<file path="src/rtl/id_exe_pipe.sv">
// ID/EXE pipeline register with a two-entry skid buffer and operand formation at push time.
// Optional performance counters are built when ID_EXE_PERF_EN is defined.
module id_exe_pipe #(
    parameter int DATA_W     = 16,
    parameter int REG_ADDR_W = 4,
    parameter int CNT_W      = 32
) (
    input  logic                  clk,
    input  logic                  rst,
    input  logic                  flush,
    input  logic                  in_valid,
    output logic                  in_ready,
    input  logic                  mem_write,
    input  logic                  mem_read,
    input  logic                  reg_write,
    input  logic [REG_ADDR_W-1:0] reg_addr,
    input  logic [DATA_W-1:0]     pc,
    input  logic [15:0]           opn,
    input  logic [DATA_W-1:0]     read_value1,
    input  logic [DATA_W-1:0]     read_value2,
    input  logic [1:0]            op1_sel,
    input  logic [1:0]            op2_sel,
    input  logic [2:0]            imm_sel,
    output logic                  out_valid,
    input  logic                  out_ready,
    output logic                  mem_write_out,
    output logic                  mem_read_out,
    output logic                  reg_write_out,
    output logic [REG_ADDR_W-1:0] reg_addr_out,
    output logic [DATA_W-1:0]     pc_out,
    output logic [15:0]           opn_out,
    output logic [DATA_W-1:0]     op1,
    output logic [DATA_W-1:0]     op2,
    output logic [DATA_W-1:0]     mem_write_value,
    output logic [DATA_W-1:0]     read_value1_output,
    output logic [DATA_W-1:0]     read_value2_output,
    output logic [CNT_W-1:0]      issued_cnt,
    output logic [CNT_W-1:0]      bubble_cnt
);

    typedef struct packed {
        logic                  mem_write;
        logic                  mem_read;
        logic                  reg_write;
        logic [REG_ADDR_W-1:0] reg_addr;
        logic [DATA_W-1:0]     pc;
        logic [15:0]           opn;
        logic [DATA_W-1:0]     op1;
        logic [DATA_W-1:0]     op2;
        logic [DATA_W-1:0]     rv1;
        logic [DATA_W-1:0]     rv2;
    } entry_t;

    typedef enum logic [1:0] {S_EMPTY, S_ONE, S_TWO} state_t;

    state_t        r_state;
    state_t        w_state_next;
    entry_t        r_head;
    entry_t        r_skid;
    entry_t        w_in_entry;
    logic [DATA_W-1:0] w_imm;
    logic [DATA_W-1:0] w_pc_inc;
    logic [DATA_W-1:0] w_op1;
    logic [DATA_W-1:0] w_op2;
    logic          w_push;
    logic          w_pop;
    logic          w_load_head_in;
    logic          w_load_head_skid;
    logic          w_load_skid_in;

    always_comb begin
        w_imm = '0;
        case (imm_sel)
            3'd0: w_imm = {{(DATA_W-8){opn[7]}}, opn[7:0]};
            3'd1: w_imm = {{(DATA_W-4){opn[3]}}, opn[3:0]};
            3'd2: w_imm = {{(DATA_W-5){opn[4]}}, opn[4:0]};
            3'd3: w_imm = {{(DATA_W-8){1'b0}}, opn[7:0]};
            // Shift amount: a zero field encodes a shift by 8.
            3'd4: w_imm = (opn[4:2] == 3'd0) ? {{(DATA_W-4){1'b0}}, 4'd8}
                                             : {{(DATA_W-3){1'b0}}, opn[4:2]};
            default: w_imm = '0;
        endcase
    end

    assign w_pc_inc = pc + DATA_W'(1);

    always_comb begin
        w_op1 = read_value1;
        case (op1_sel)
            2'd0: w_op1 = read_value1;
            2'd1: w_op1 = read_value2;
            2'd2: w_op1 = w_pc_inc;
            default: w_op1 = w_imm;
        endcase
        w_op2 = '0;
        case (op2_sel)
            2'd0: w_op2 = read_value2;
            2'd1: w_op2 = w_imm;
            default: w_op2 = '0;
        endcase
    end

    always_comb begin
        w_in_entry.mem_write = mem_write;
        w_in_entry.mem_read  = mem_read;
        w_in_entry.reg_write = reg_write;
        w_in_entry.reg_addr  = reg_addr;
        w_in_entry.pc        = pc;
        w_in_entry.opn       = opn;
        w_in_entry.op1       = w_op1;
        w_in_entry.op2       = w_op2;
        w_in_entry.rv1       = read_value1;
        w_in_entry.rv2       = read_value2;
    end

    // in_ready depends on registered state only, so EXE stalls never reach ID combinationally.
    assign in_ready  = (r_state != S_TWO);
    assign out_valid = (r_state != S_EMPTY);
    assign w_push    = in_valid && in_ready && !flush;
    assign w_pop     = out_valid && out_ready;

    always_ff @(posedge clk) begin
        if (rst) r_state <= S_EMPTY;
        else     r_state <= w_state_next;
    end

    always_comb begin
        w_state_next     = r_state;
        w_load_head_in   = 1'b0;
        w_load_head_skid = 1'b0;
        w_load_skid_in   = 1'b0;
        if (flush) begin
            w_state_next = S_EMPTY;
        end else begin
            case (r_state)
                S_EMPTY: if (w_push) begin
                    w_load_head_in = 1'b1;
                    w_state_next   = S_ONE;
                end
                S_ONE: begin
                    if (w_push && w_pop) begin
                        w_load_head_in = 1'b1;
                    end else if (w_push) begin
                        w_load_skid_in = 1'b1;
                        w_state_next   = S_TWO;
                    end else if (w_pop) begin
                        w_state_next   = S_EMPTY;
                    end
                end
                S_TWO: if (w_pop) begin
                    w_load_head_skid = 1'b1;
                    w_state_next     = S_ONE;
                end
                default: w_state_next = S_EMPTY;
            endcase
        end
    end

    always_ff @(posedge clk) begin
        if (rst) begin
            r_head <= '0;
            r_skid <= '0;
        end else begin
            if (w_load_head_in)        r_head <= w_in_entry;
            else if (w_load_head_skid) r_head <= r_skid;
            if (w_load_skid_in)        r_skid <= w_in_entry;
        end
    end

    assign mem_write_out      = out_valid && r_head.mem_write;
    assign mem_read_out       = out_valid && r_head.mem_read;
    assign reg_write_out      = out_valid && r_head.reg_write;
    assign reg_addr_out       = r_head.reg_addr;
    assign pc_out             = r_head.pc;
    assign opn_out            = r_head.opn;
    assign op1                = r_head.op1;
    assign op2                = r_head.op2;
    assign mem_write_value    = r_head.rv2;
    assign read_value1_output = r_head.rv1;
    assign read_value2_output = r_head.rv2;

`ifdef ID_EXE_PERF_EN
    logic [CNT_W-1:0] r_issued_cnt;
    logic [CNT_W-1:0] r_bubble_cnt;

    always_ff @(posedge clk) begin
        if (rst) begin
            r_issued_cnt <= '0;
            r_bubble_cnt <= '0;
        end else begin
            if (w_pop)                   r_issued_cnt <= r_issued_cnt + CNT_W'(1);
            if (out_ready && !out_valid) r_bubble_cnt <= r_bubble_cnt + CNT_W'(1);
        end
    end

    assign issued_cnt = r_issued_cnt;
    assign bubble_cnt = r_bubble_cnt;
`else
    assign issued_cnt = '0;
    assign bubble_cnt = '0;
`endif

endmodule

</file>
<file path="config.mk">
export PLATFORM = sky130hd
export DESIGN_NAME = id_exe_pipe
export DESIGN_NICKNAME = d
export VERILOG_FILES = /design/src/rtl/id_exe_pipe.sv
export SDC_FILE = /design/constraint.sdc
export NUM_CORES = 1
export LEC_CHECK = 0
export CAP_MARGIN = 25
export CORE_MARGIN = 2
export CORE_UTILIZATION = 46
export CTS_BUF_LIST = sky130_fd_sc_hd__clkbuf_8
export CTS_CLUSTER_SIZE = 16
export DETAILED_ROUTE_END_ITERATION = 12
export PLACE_DENSITY = 0.79
export SETUP_SLACK_MARGIN = 0.2
export SLEW_MARGIN = 40
export SYNTH_ARGS = -nofsm -noshare
export SYNTH_HDL_FRONTEND = slang
export SYNTH_SLANG_ARGS = --single-unit
</file>
<file path="constraint.sdc">
create_clock -name clk -period 1.8 [get_ports clk]
set_input_delay 0.18 -clock clk [delete_from_list [all_inputs] [get_ports clk]]
set_output_delay 0.18 -clock clk [all_outputs]
set_load 0.02 [all_outputs]
</file>
[Word-level counts from Yosys, hierarchy flattened]
Cells that the tools add are included.
Word-level totals
  bits in registers: 208
  input port bits: 83
  output and inout port bits: 185
  logic and storage cells: 75
Cells by class
  add/subtract/negate cells: 1
  equality and inequality tests: 14
  multiplexer cells: 22
  reduce and logical (&&, ||, !) cells: 17
Operators by type and width (count)
  103-bit 2-to-1 mux: 2
  16-bit one-hot mux with 5 select lines: 1
  16-bit one-hot mux with 3 select lines: 1
  16-bit one-hot mux with 2 select lines: 1
  16-bit by 1-bit adder with 16-bit output, second input constant: 1
  2-bit 2-to-1 mux: 5
  1-bit 2-to-1 mux: 9
  2-bit != test, second input constant: 4
  1-bit logical AND: 7
  2-bit by 1-bit == test with 1-bit output, second input constant: 3
  3-bit by 2-bit == test with 1-bit output, second input constant: 2
  2-bit logical NOT: 3
  3-bit logical NOT: 2
  2-bit one-hot mux with 3 select lines: 1
  2-bit == test, second input constant: 2
  4-bit 2-to-1 mux: 1
  4-bit AND reduction: 1
  2-bit nonzero test: 2
  3-bit by 1-bit == test with 1-bit output, second input constant: 1
  3-bit == test, second input constant: 1
  3-bit != test, second input constant: 1
  1-bit one-hot mux with 2 select lines: 1
  2-bit OR reduction: 1
  1-bit logical NOT: 1

[Longest topological paths before layout]
  depth in word-level cells: 8
  depth in mapped cells: 7
  gate-level depth less buffers: 6

[Worst setup path after synthesis]
Ideal clock, no wire load.
  kind: register to register
  start point: register r_state[1]
  end point: register r_head (netlist bit op1[12])
  data arrival time: 1489 ps
  required time: 1664 ps
  slack: 176 ps
  cell stages (with the launch flop): 8
  clock period less this slack: 1624 ps
  cell sequence: dfxtp_1 nand2b_1 or3_1 buf_2 buf_6 and3_1 a21oi_1 o32ai_1
Between the ends
  longest elaborated chain between the ends: 8
Ends and longest elaborated chain
  start: declaration: RTL line 56  | state_t r_state;
  start signal: assignment: RTL line 124  | else r_state <= w_state_next;
  2-bit != test: RTL line 117  | assign in_ready = (r_state != S_TWO);
  1-bit logical AND (2 in series): RTL line 119  | assign w_push = in_valid && in_ready && !flush;
  1-bit logical AND: RTL line 141  | if (w_push && w_pop) begin
  1-bit 2-to-1 mux: RTL line 141
  1-bit one-hot mux with 2 select lines: RTL line 135  | case (r_state)
  1-bit 2-to-1 mux: RTL line 132  | if (flush) begin
  103-bit 2-to-1 mux / 2-bit nonzero test (equally long branches)
  end signal: assignment: RTL line 164  | if (w_load_head_in) r_head <= w_in_entry;
  end signal: assignment: RTL line 165  | else if (w_load_head_skid) r_head <= r_skid;
  end: declaration: RTL line 58  | entry_t r_head;
Parallel ways exist; a longest one is shown, timed or not.
A chain may end at the register's enable or synchronous reset.

[Final worst setup path]
  start point: register r_state[0]
  end point: register r_head (netlist bit opn_out[11])
The elaborated chain is that of the path after synthesis.

==> impl_metrics.tcl <==
set metrics [dict create \
    grt_usage 0.2946 \
    root_buffer "clkbuf_8" \
    synth_warnings 0 \
    rsz0062_at_grt "true" \
    layout_common_cells "206 x dfxtp_1, 171 x nand2_1, 118 x dlygate4sd2_1" \
    synth_top_cell_by_area "dfxtp_1" \
    power_density_mw_per_mm2 729.6 \
    place_ws_ps -611.7 \
    setup_ws_ps -125.0 \
    dr.pass1.iters 6 \
    critPathMaxStageDelay_ps 380 \
    vias_per_cell 6.202 \
    synthArstFlopShare 0 \
    synthesis.area_mm2 0.01025 \
    ys_seq_area_frac 0.4062 \
    die_y_um 153.3 \
    worst_pin_slew_ps 703.9 \
    post-dp-hpwl_um 21900 \
    hold_class "in2reg" \
    hold_viol_final 0 \
    grt_pass1_wl_um 55240 \
    startpoint_type "flop" \
    required_ps 2230 \
    vias 11411 \
    syn_inst 1271 \
    dp.cells 1678 \
    initial_core_util 0.4697 \
    postLayoutCoreUtil 0.7623 \
    avgSynthCellArea_um2 8.064 \
    clock-sinks 208 \
    netlist.area_leader.share 0.4063 \
    insertion_delay_ps 560 \
    gr-total-overflow 0 \
    core_mm2 0.02182 \
    placementRows 54 \
    violations "negative setup slack" \
    numCtsBuffers 36 \
    clkTransAtPathRegs_ps 60 \
    grt_pass1_vias 9914 \
    critPathMaxFanout 7 \
    die_w_um 153.3 \
    ioPinCount 268 \
    critPathSlowestCell "dfxtp_4" \
    path_common_cell "buf_6" \
    path_cells "and2b_4 > buf_6 > nor3_4 > buf_6 > nor2_4 > buf_6 > clkbuf_16 > nand2_1 > a21oi_1" \
    ff_latch_area_mm2 0.004172 \
    max_freq_mhz 519.5 \
    synth_edf_count 0 \
    drc 0 \
    wl_per_cell_um 24.86 \
    area_growth_pct 62.31 \
    cpLargestDelayFamily "buffers and inverters" \
    finalWeightedCongestion 0.9973 \
    grt_max_degree 100 \
    nNetsFinal 1618 \
    numPortBuffers 203 \
    antenna_found_initial 0 \
    finalSetupViolCount 11 \
    period_needed_ps 1925 \
    synth-seq-cells 208 \
    antenna_left 0 \
    maxCapViolCount 0 \
    crit_buf_inv 4 \
    netlist_top_cells_area "dfxtp_1 41%, buf_4 13%, nand2_1 9.0%, a21oi_1 8.9%, a22oi_1 5.6%" \
    multiInputGateArea_mm2 0.006112 \
    cts_tree "built" \
    drt-initial-drc-count 1188 \
    fill_cells 1300 \
    arrival_ps 2360 \
    cts.path.max_buffers 3 \
    power.total_w 0.01214 \
    critPathKind "reg2reg" \
    outcome "finished, violations left" \
    slew_violations 0 \
    clock_skew_ps 27.14 \
    relSlewSlack 0.5290 \
    p_leak_nw 6.858 \
    end_kind "flop" \
    dieArea_mm2 0.02349 \
    layout_commonest_cell "dfxtp_1" \
    synth_cell_type_count 65 \
    synthFlopType "dfxtp_1" \
    diodes 0 \
    peakVddDrop_mv 0.5647 \
    drive_gt1_frac 0.3846 \
    fin_crit_sh 1.069 \
    final_cells 1840 \
    setup_tns_ps -390.3 \
    cts.htree.levels 2 \
    totalWireLength_um 45740 \
]
==> registers in the layout (all words and copies together), names as in the netlist, 4 cells and up <==
register,flops
reg_addr_out,4
mem_write_value,16
pc_out,16
read_value1_output,16
r_skid,103
op1,16
opn_out,16
op2,16
==> cells in the mapped netlist, types with 4 or more instances <==
library cell and number:
o211ai_1 4, o21ai_1 6, o21ai_0 13, xor2_1 6, a22oi_1 77, buf_4 180, buf_6 4, nor2_1 60
a21oi_1 183, o22ai_1 14, a221oi_1 6, a2111oi_1 5, buf_2 37, mux2i_1 15, a211oi_1 20, nor2b_1 8
and3_1 14, inv_1 12, nand2b_1 11, nor4_1 4, dfxtp_1 208, buf_1 7, nand2_1 245, nor3_1 12
a31oi_1 6, clkbuf_1 45, nand3_1 10, xnor2_1 5
==> area by class of cell <==
cell class | count | area share
tap | 280 | 0.02106
inverter | 12 | 0.002708
sequential | 208 | 0.2508
clock inverter | 17 | 0.009100
multi-input combinational | 842 | 0.3674
clock buffer | 47 | 0.03888
timing repair buffer | 434 | 0.3101
==> through the flow <==
stage	hold slack, ps	cell area, um^2
2_1_floorplan	251.8	10500
3_3_place_gp	440.6	12410
3_5_place_dp	444.4	12410
4_1_cts	214.4	14420
5_1_grt	133.5	16640
6_report	118.1	16640
==> cell families after synthesis <==
kind of cell,count (synthesis),synth area share
simple gates,394,0.1725
compound gates,353,0.2135
buf+inv,285,0.1777
flops,208,0.4062
mux,18,0.01904
xor+xnor,11,0.009399
fa+ha+maj,1,0.001221
other cells,1,0.0003659
==> power by group <==
| group | total (W) | switching [W] | internal, W |
|---|---|---|---|
| sequential | 0.00485 | 0.000110 | 0.00474 |
| clock | 0.00491 | 0.00214 | 0.00277 |
| combinational | 0.00238 | 0.00135 | 0.00103 |
==> worst min-delay path, cell delays in order <==
cell	delay (ps)
dlymetal6s2s_1	170
buf_4	160
nand2_2	60
a21oi_2	50
==> timing repair <==
action | 4_1_cts | 5_1_grt
hold buffers | 1 | 0
pin swaps | 40 | 183
gates cloned | 24 | 26
endpoints found under the hold margin | 3 | 0
setup buffers | 27 | 20
setup endpoints to repair | 253 | 210
gates resized for setup | 231 | 362
==> layer usage <==
| layer | GRT usage | share of wire |
|---|---|---|
| met1 | 0.3534 | 0.33 |
| met2 | 0.4807 | 0.48 |
| met4 | 0.1653 | 0.086 |
| met3 | 0.07599 | 0.10 |
| met5 | 0 | 0 |
==> worst paths after layout <==
path | start | end | slack, ps | cells after the start
worst min-delay path | pc[0] | r_skid[80] | 120 | 4
worst min register to register | pc_out[14] | pc_out[14] | 460 | 2
worst max register to register | r_state[0] | opn_out[11] | -120 | 9
worst max-delay path | r_state[0] | opn_out[11] | -120 | 9
No activity file was read; power rests on OpenSTA's default activity.
